`src/rtl/serial_tx_arbiter.sv`:
```
// serial_tx_arbiter: four byte requesters share one 8N1 TX line.
// Round-robin grant in IDLE; bit timing from a DDFS phase accumulator.
//
// Parameters:
//   K    - phase increment per CLK (1 <= K < 2**N)
//   N    - accumulator width; bit rate = F_CLK * K / 2**N
// Ports:
//   CLK  - system clock, rising edge
//   RST  - asynchronous active-high reset
//   REQ  - level request per requester, held until its GNT
//   DATA - byte i on DATA[8i+7:8i], stable while REQ[i] is high
//   GNT  - one-hot, one-cycle pulse: byte i captured
//   BUSY - high while a frame is in progress
//   SRC  - index of the most recently granted requester
//   TX   - serial line, idle high
module serial_tx_arbiter #(
   parameter int unsigned K = 1,
   parameter int unsigned N = 1
) (
   input  logic        CLK,
   input  logic        RST,
   input  logic [3:0]  REQ,
   input  logic [31:0] DATA,
   output logic [3:0]  GNT,
   output logic        BUSY,
   output logic [1:0]  SRC,
   output logic        TX
);

   typedef enum logic [1:0] {
      S_IDLE,
      S_START,
      S_DATA,
      S_STOP
   } state_t;

   localparam logic [N:0] KINC = (N+1)'(K);

   state_t       state_q, state_d;
   logic [N-1:0] acc_q, acc_d;
   logic [7:0]   shift_q, shift_d;
   logic [2:0]   cnt_q, cnt_d;
   logic [3:0]   gnt_q, gnt_d;
   logic         busy_q, busy_d;
   logic [1:0]   src_q, src_d;
   logic         tx_q, tx_d;

   logic [N:0]   acc_sum;
   logic         tick;
   logic         win_vld;
   logic [1:0]   win_idx;

   // Carry out of the phase accumulator is the bit-enable.
   assign acc_sum = {1'b0, acc_q} + KINC;
   assign tick    = acc_sum[N];

   // Round-robin search starting one past the last winner. The loop
   // runs from the farthest candidate to the nearest so that the
   // nearest requesting index is the last (winning) assignment.
   always_comb begin
      logic [1:0] idx;
      idx     = '0;
      win_vld = 1'b0;
      win_idx = src_q;
      for (int i = 4; i >= 1; i--) begin
         idx = src_q + 2'(i);
         if (REQ[idx]) begin
            win_vld = 1'b1;
            win_idx = idx;
         end
      end
   end

   always_comb begin
      state_d = state_q;
      acc_d   = acc_sum[N-1:0];
      shift_d = shift_q;
      cnt_d   = cnt_q;
      gnt_d   = '0;
      src_d   = src_q;
      tx_d    = tx_q;
      unique case (state_q)
         S_IDLE: begin
            tx_d = 1'b1;
            if (win_vld) begin
               shift_d = DATA[{win_idx, 3'b000} +: 8];
               src_d   = win_idx;
               gnt_d   = 4'b0001 << win_idx;
               tx_d    = 1'b0;
               // Phase-align every frame to its start bit.
               acc_d   = '0;
               state_d = S_START;
            end
         end
         S_START: begin
            if (tick) begin
               tx_d    = shift_q[0];
               cnt_d   = '0;
               state_d = S_DATA;
            end
         end
         S_DATA: begin
            if (tick) begin
               if (cnt_q == 3'd7) begin
                  tx_d    = 1'b1;
                  state_d = S_STOP;
               end else begin
                  shift_d = {1'b0, shift_q[7:1]};
                  tx_d    = shift_q[1];
                  cnt_d   = cnt_q + 3'd1;
               end
            end
         end
         S_STOP: begin
            if (tick) begin
               state_d = S_IDLE;
            end
         end
         default: begin
            tx_d    = 1'b1;
            state_d = S_IDLE;
         end
      endcase
      busy_d = (state_d != S_IDLE);
   end

   always_ff @(posedge CLK or posedge RST) begin
      if (RST) begin
         state_q <= S_IDLE;
         acc_q   <= '0;
         shift_q <= '0;
         cnt_q   <= '0;
         gnt_q   <= '0;
         busy_q  <= 1'b0;
         src_q   <= 2'd3;
         tx_q    <= 1'b1;
      end else begin
         state_q <= state_d;
         acc_q   <= acc_d;
         shift_q <= shift_d;
         cnt_q   <= cnt_d;
         gnt_q   <= gnt_d;
         busy_q  <= busy_d;
         src_q   <= src_d;
         tx_q    <= tx_d;
      end
   end

   assign GNT  = gnt_q;
   assign BUSY = busy_q;
   assign SRC  = src_q;
   assign TX   = tx_q;

   a_gnt_onehot: assert property (
      @(posedge CLK) disable iff (RST) $onehot0(gnt_q));

   a_gnt_in_start: assert property (
      @(posedge CLK) disable iff (RST)
      (gnt_q != 4'b0000) |-> (state_q == S_START));

   a_busy_state: assert property (
      @(posedge CLK) disable iff (RST)
      busy_q == (state_q != S_IDLE));

endmodule
```
`config.mk`:
```
export PLATFORM = sky130hd
export DESIGN_NAME = serial_tx_arbiter
export DESIGN_NICKNAME = d
export VERILOG_FILES = /design/src/rtl/serial_tx_arbiter.sv
export SDC_FILE = /design/constraint.sdc
export NUM_CORES = 1
export LEC_CHECK = 0
export CORE_MARGIN = 5
export CORE_UTILIZATION = 40
export DETAILED_ROUTE_END_ITERATION = 6
export PLACE_DENSITY = 0.69
export SLEW_MARGIN = 20
export SYNTH_ARGS = -nofsm -noshare
export SYNTH_HDL_FRONTEND = slang
export SYNTH_SLANG_ARGS = --single-unit
```
`constraint.sdc`:
```
create_clock -name CLK -period 2.49 [get_ports CLK]
set_input_delay 0.3735 -clock CLK [delete_from_list [all_inputs] [get_ports CLK]]
set_output_delay 0.3735 -clock CLK [all_outputs]
set_load 0.05 [all_outputs]
```
==> impl_metrics.ini, run 1 <==
[run_status]
outcome = completed

[setup_path]
rrSetupSlack_ps = 470
crit_buf_inv = 1
r2r_end = shift_q[3]$_DFFE_PP0P_
cp-end-kind = primary output
cpPeakStageDelay_ps = 860
arrival_ps = 1820
path_max_fanout = 14
startpoint = SRC[1]$_DFFE_PP1P_
cp.required_ps = 2120
cp.depth = 1
worst-setup-path-type = flip-flop to primary output
critPathLaunchType = flip-flop
r2r_start = cnt_q[0]$_DFFE_PP0P_
slowest_stage = clkdlybuf4s50_1
worstPathCellList = clkdlybuf4s50_1
ff2ff_path_depth = 7
critPathTopFamily = buffers and inverters

[hold_path]
hold_class = input port to async pin

[power]
peakVddDrop_mv = 0.722
post-layout-total-power_mw = 2.47
p_leak_nw = 0.910
p_per_area_mw_per_mm2 = 1130

[global_routing]
grt_pass1_wl_um = 7120
grt_max_degree = 23
antenna_found_initial = 0
gr-total-overflow = 0
grt.total_usage_pct = 16.4
grt_pass1_vias = 1573

[floorplan]
rows = 23
fp.dieW_um = 73.5
die_height_um = 73.5
die-area_mm2 = 0.00541
ioPinCount = 46
initial_core_util_pct = 40.9
core_area_mm2 = 0.00394

[finish]
nFillCells = 377
diodes = 0
fin_area_mm2 = 0.00218
area_growth_pct = 35.1
multi_input_area_um2 = 971
area.sequential_um2 = 554
nets = 276
drive_above_1_share_pct = 11.3

[detailed_routing]
post_drt_wl_per_cell_um = 14.8
drc_errors = 0
ant_nets = 0
num_vias = 1610
first_pass_iters = 4
drt-initial-drc-count = 96
via_per_inst = 5.73
drt_wl_total_um = 4170

[clock_tree]
cts_buffer_depth = 2
cts_tree = yes
htreeDepth = 1
clk_latency_ps = 260
path_clk_slew_ps = 80
cts_root_buf = clkbuf_8
post_cts_buffers = 0
numCtsBuffers = 3
cts_sinks = 22
cts_resized = 0
postCtsHoldBufs = 0

[timing]
setup_violations = 0
finalCriticalPeriod_ps = 2200
hold_viol_final = 0
fin_ws_ps = 293
clock.fmax_mhz = 455
tightest_slew_ps = 712
skew_ps = 9.17
fin_setup_tns_ps = 0
fin_crit_sh_pct = 88.3
rsz0062_at_grt = no
maxSlewViolCount = 0
hold_slack_ps = 433
maxSlewHeadroom_pct = 52.0

[yosys]
syn_inst = 184
async_flop_share_pct = 100
yosysWarnings = 0
syn_nets = 228
synth_seq_cells = 22
yosysSeqAreaShare_pct = 34.3
yosysUniqueCellTypes = 48
syn-cell-area_mm2 = 0.00161
post_synth.cell_area_avg_um2 = 8.77
synth_ff_type = dfrtp_1
synth_enable_flop_cells = 0

[place]
io_buffer_count = 45
dp_hpwl_um = 3240
place_area_mm2 = 0.00214
routabilityCongestion = 0.860
place_ws_ps = 175

[job]
maxCapViolations = 0
cell families after synthesis:
| kind of cell | share of synthesized area, % |
|---|---|
| compound gates | 34.7 |
| fa+ha+maj | 4.65 |
| buf+inv | 5.50 |
| flops | 34.3 |
| mux | 0.620 |
| simple gates | 20.2 |
area by class of cell:
class                   instances  share of cell area [%]
multi-input cells             142                    44.5
clock buffers                   4                    2.07
well taps                      50                    2.87
inverters                      10                    1.72
repair buffers                 53                    23.4
flip-flops and latches         22                    25.4
state kept, by name, summed over array words and instances, names as in the netlist:
signal   flops
cnt_q        3
acc_q        1
SRC          2
shift_q      8
TX           1
BUSY         1
GNT          4
state_q      2
routing by layer:
metal	vias to the layer above	track usage, %	wire length [um]
met3	2	3.69	215
met5	-	0	0
met2	41	28.1	2050
met1	770	20.9	1860
met4	0	4.02	38
li1	797	-	-
metrics by stage:
step | util (%) | instances
5_1_grt | 55.3 | 281
4_1_cts | 55.3 | 281
3_3_place_gp | 54.2 | 277
2_1_floorplan | - | 184
6_report | 55.3 | 281
3_5_place_dp | 54.2 | 277
cells in the mapped netlist, types with 2 or more instances:
| master | n | area [um^2] |
|---|---|---|
| a21oi_1 | 14 | 70.1 |
| dfstp_2 | 3 | 78.8 |
| and2_1 | 2 | 12.5 |
| ha_1 | 6 | 75.1 |
| o21ai_0 | 12 | 60.1 |
| buf_2 | 2 | 10.0 |
| a31oi_1 | 6 | 37.5 |
| nand3_1 | 7 | 35.0 |
| dfrtp_1 | 19 | 475 |
| nand2b_1 | 4 | 25.0 |
| inv_1 | 9 | 33.8 |
| o21ai_1 | 2 | 10.0 |
| clkbuf_1 | 5 | 18.8 |
| a22o_1 | 7 | 61.3 |
| o21a_1 | 2 | 15.0 |
| nand2_1 | 10 | 37.5 |
| o31ai_1 | 7 | 52.6 |
| nor2b_1 | 6 | 37.5 |
| nand4_1 | 6 | 37.5 |
| a32o_1 | 7 | 70.1 |
| nor3_1 | 4 | 20.0 |
| a21o_1 | 3 | 22.5 |
| nand2_2 | 3 | 18.8 |
| a21oi_2 | 3 | 26.3 |
| o31a_1 | 6 | 52.6 |
| nor2_1 | 7 | 26.3 |
power by group:
group          switching [mW]  internal (mW)
clock network           0.115          0.114
registers               0.160          0.536
logic                   0.893          0.648
total                    1.17           1.30
worst max path at each step:
stage                                   to  slack (ps)
floorplan           shift_q[7]$_DFFE_PP0P_         430
global placement    shift_q[5]$_DFFE_PP0P_         210
detailed placement  shift_q[7]$_DFFE_PP0P_         170
CTS                                 SRC[1]         300
global route                        SRC[1]         240
finish                              SRC[1]         290
cells in the final DEF (no fill, tap or decap), types with 2 or more instances in the layout:
cell type	instances
and2_1	2
o21ai_1	2
a22o_1	7
a21oi_1	14
nand2b_1	4
o21a_1	2
o21ai_0	12
clkdlybuf4s50_1	45
a31oi_1	6
a32o_1	7
buf_4	8
nand4_1	6
ha_1	6
inv_1	9
dfrtp_1	19
clkbuf_8	3
a21oi_2	3
nand2_1	10
nor3_1	4
dfstp_2	3
o31ai_1	7
nand3_1	7
nor2b_1	6
nand2_2	3
a21o_1	3
nor2_1	7
o31a_1	6
Power figures use the tool's default switching activity.
==> inputs of run 2 (changes only) <==
PLACE_DENSITY = 0.66   (was 0.69)
==> impl_metrics.ini, run 2 (synthesis gave the netlist of run 1 again) <==
[detailed_routing]
ant_nets = 0
first_pass_iters = 4
num_vias = 1616
via_per_inst = 5.79
post_drt_wl_per_cell_um = 16.1
drt_wl_total_um = 4500
drt-initial-drc-count = 106
drc_errors = 0

[setup_path]
rrSetupSlack_ps = 510
r2r_start = SRC[1]$_DFFE_PP1P_
path_max_fanout = 14
ff2ff_path_depth = 5
worstPathCellList = clkdlybuf4s50_1
cp.required_ps = 2120
slowest_stage = clkdlybuf4s50_1
cpPeakStageDelay_ps = 860
r2r_end = shift_q[7]$_DFFE_PP0P_
crit_buf_inv = 1
arrival_ps = 1820
critPathTopFamily = buffers and inverters
worst-setup-path-type = flip-flop to primary output
critPathLaunchType = flip-flop
cp-end-kind = primary output

[timing]
fin_crit_sh_pct = 88.1
finalCriticalPeriod_ps = 2190
maxSlewHeadroom_pct = 43.0
maxSlewViolCount = 0
fin_setup_tns_ps = 0
clock.fmax_mhz = 456
skew_ps = 1.80
fin_ws_ps = 295
tightest_slew_ps = 854
setup_violations = 0
hold_viol_final = 0
rsz0062_at_grt = no

[power]
peakVddDrop_mv = 0.588
post-layout-total-power_mw = 2.60
sequentialPowerShare_pct = 26.8
p_per_area_mw_per_mm2 = 1180
clkPwrFrac_pct = 13.0
power.internal_mw = 1.40
p_sw_share_pct = 46.2
p_switching_mw = 1.20
p_leak_nw = 0.913
p_comb_share_pct = 60.2

[hold_path]
hold_depth = 2
worstHoldEndpoint = TX$_DFFE_PP1P_
hold_start = TX$_DFFE_PP1P_
hold_class = flip-flop to flip-flop

[place]
dp_hpwl_um = 3560
io_buffer_count = 45
routabilityCongestion = 0.867
place_ws_ps = 172
place_area_mm2 = 0.00212

[floorplan]
initial_core_util_pct = 40.9
core_area_mm2 = 0.00394
die-area_mm2 = 0.00541
die_height_um = 73.5
fp.dieW_um = 73.5
rows = 23
ioPinCount = 46

[finish]
top_register = shift_q
diodes = 0
drive_above_1_share_pct = 10.9
largest_register_ffs = 8
nets = 274
fin_area_mm2 = 0.00219
mostFrequentLayoutCells = 45 x clkdlybuf4s50_1, 19 x dfrtp_1, 14 x a21oi_1
final_common_cell = clkdlybuf4s50_1
area_growth_pct = 35.8

[clock_tree]
cts_tree = yes
path_clk_slew_ps = 80
cts_resized = 0
numCtsBuffers = 3
cts_sinks = 22
cts_root_buf = clkbuf_8
post_cts_buffers = 0
cts_buffer_depth = 2
postCtsHoldBufs = 0
clk_latency_ps = 260
htreeDepth = 1

[global_routing]
grt_max_degree = 23
gr-usage-met2_pct = 30.2
grt_pass1_vias = 1604
busiest_layer = met2
grt.total_usage_pct = 17.8
grt.met1_usage_pct = 22.4
antenna_found_initial = 0
gr-total-overflow = 0
grt_use_met3_pct = 3.15
grt_pass1_wl_um = 7650

[run_status]
outcome = completed

[job]
maxCapViolations = 0
run 2: power by group through the flow:
stage	clock network (mW)	logic [mW]	registers [mW]
final	0.337	1.56	0.697
after global routing	0.362	1.72	0.728
after CTS	0.344	1.57	0.698
after detailed placement	0	1.55	0.706
after global placement	0	1.51	0.693
after floorplan	0	1.05	0.798
run 2: layout make-up:
cell class	count	area (um^2)
well taps	50	62.6
flip-flops and latches	22	554
inverters	10	37.5
fillers	346	1750
clock buffers	3	41.3
multi-input cells	142	971
clock inverters	1	30.0
repair buffers	51	495
run 2: worst max-delay path by stage:
stage	startpoint	endpoint	cells past startpoint
after floorplan	SRC[0]$_DFFE_PP1P_	shift_q[7]$_DFFE_PP0P_	6
after global placement	REQ[2]	shift_q[7]$_DFFE_PP0P_	6
after detailed placement	REQ[2]	shift_q[7]$_DFFE_PP0P_	6
after CTS	SRC[1]$_DFFE_PP1P_	SRC[1]	1
after global routing	SRC[1]$_DFFE_PP1P_	SRC[1]	1
final	SRC[1]$_DFFE_PP1P_	SRC[1]	1
run 2: metrics by stage:
stage	hold WS (ps)	std cells	utilization, %
final	513	279	55.6
after global routing	564	279	55.6
after CTS	524	279	55.6
after detailed placement	509	275	53.8
after global placement	478	275	53.8
after floorplan	361	184	-
run 2: routing by layer:
layer,routed length (um),vias to the layer above
met4,55,0
met3,175,6
met5,0,-
met2,2270,46
li1,-,785
met1,2000,779
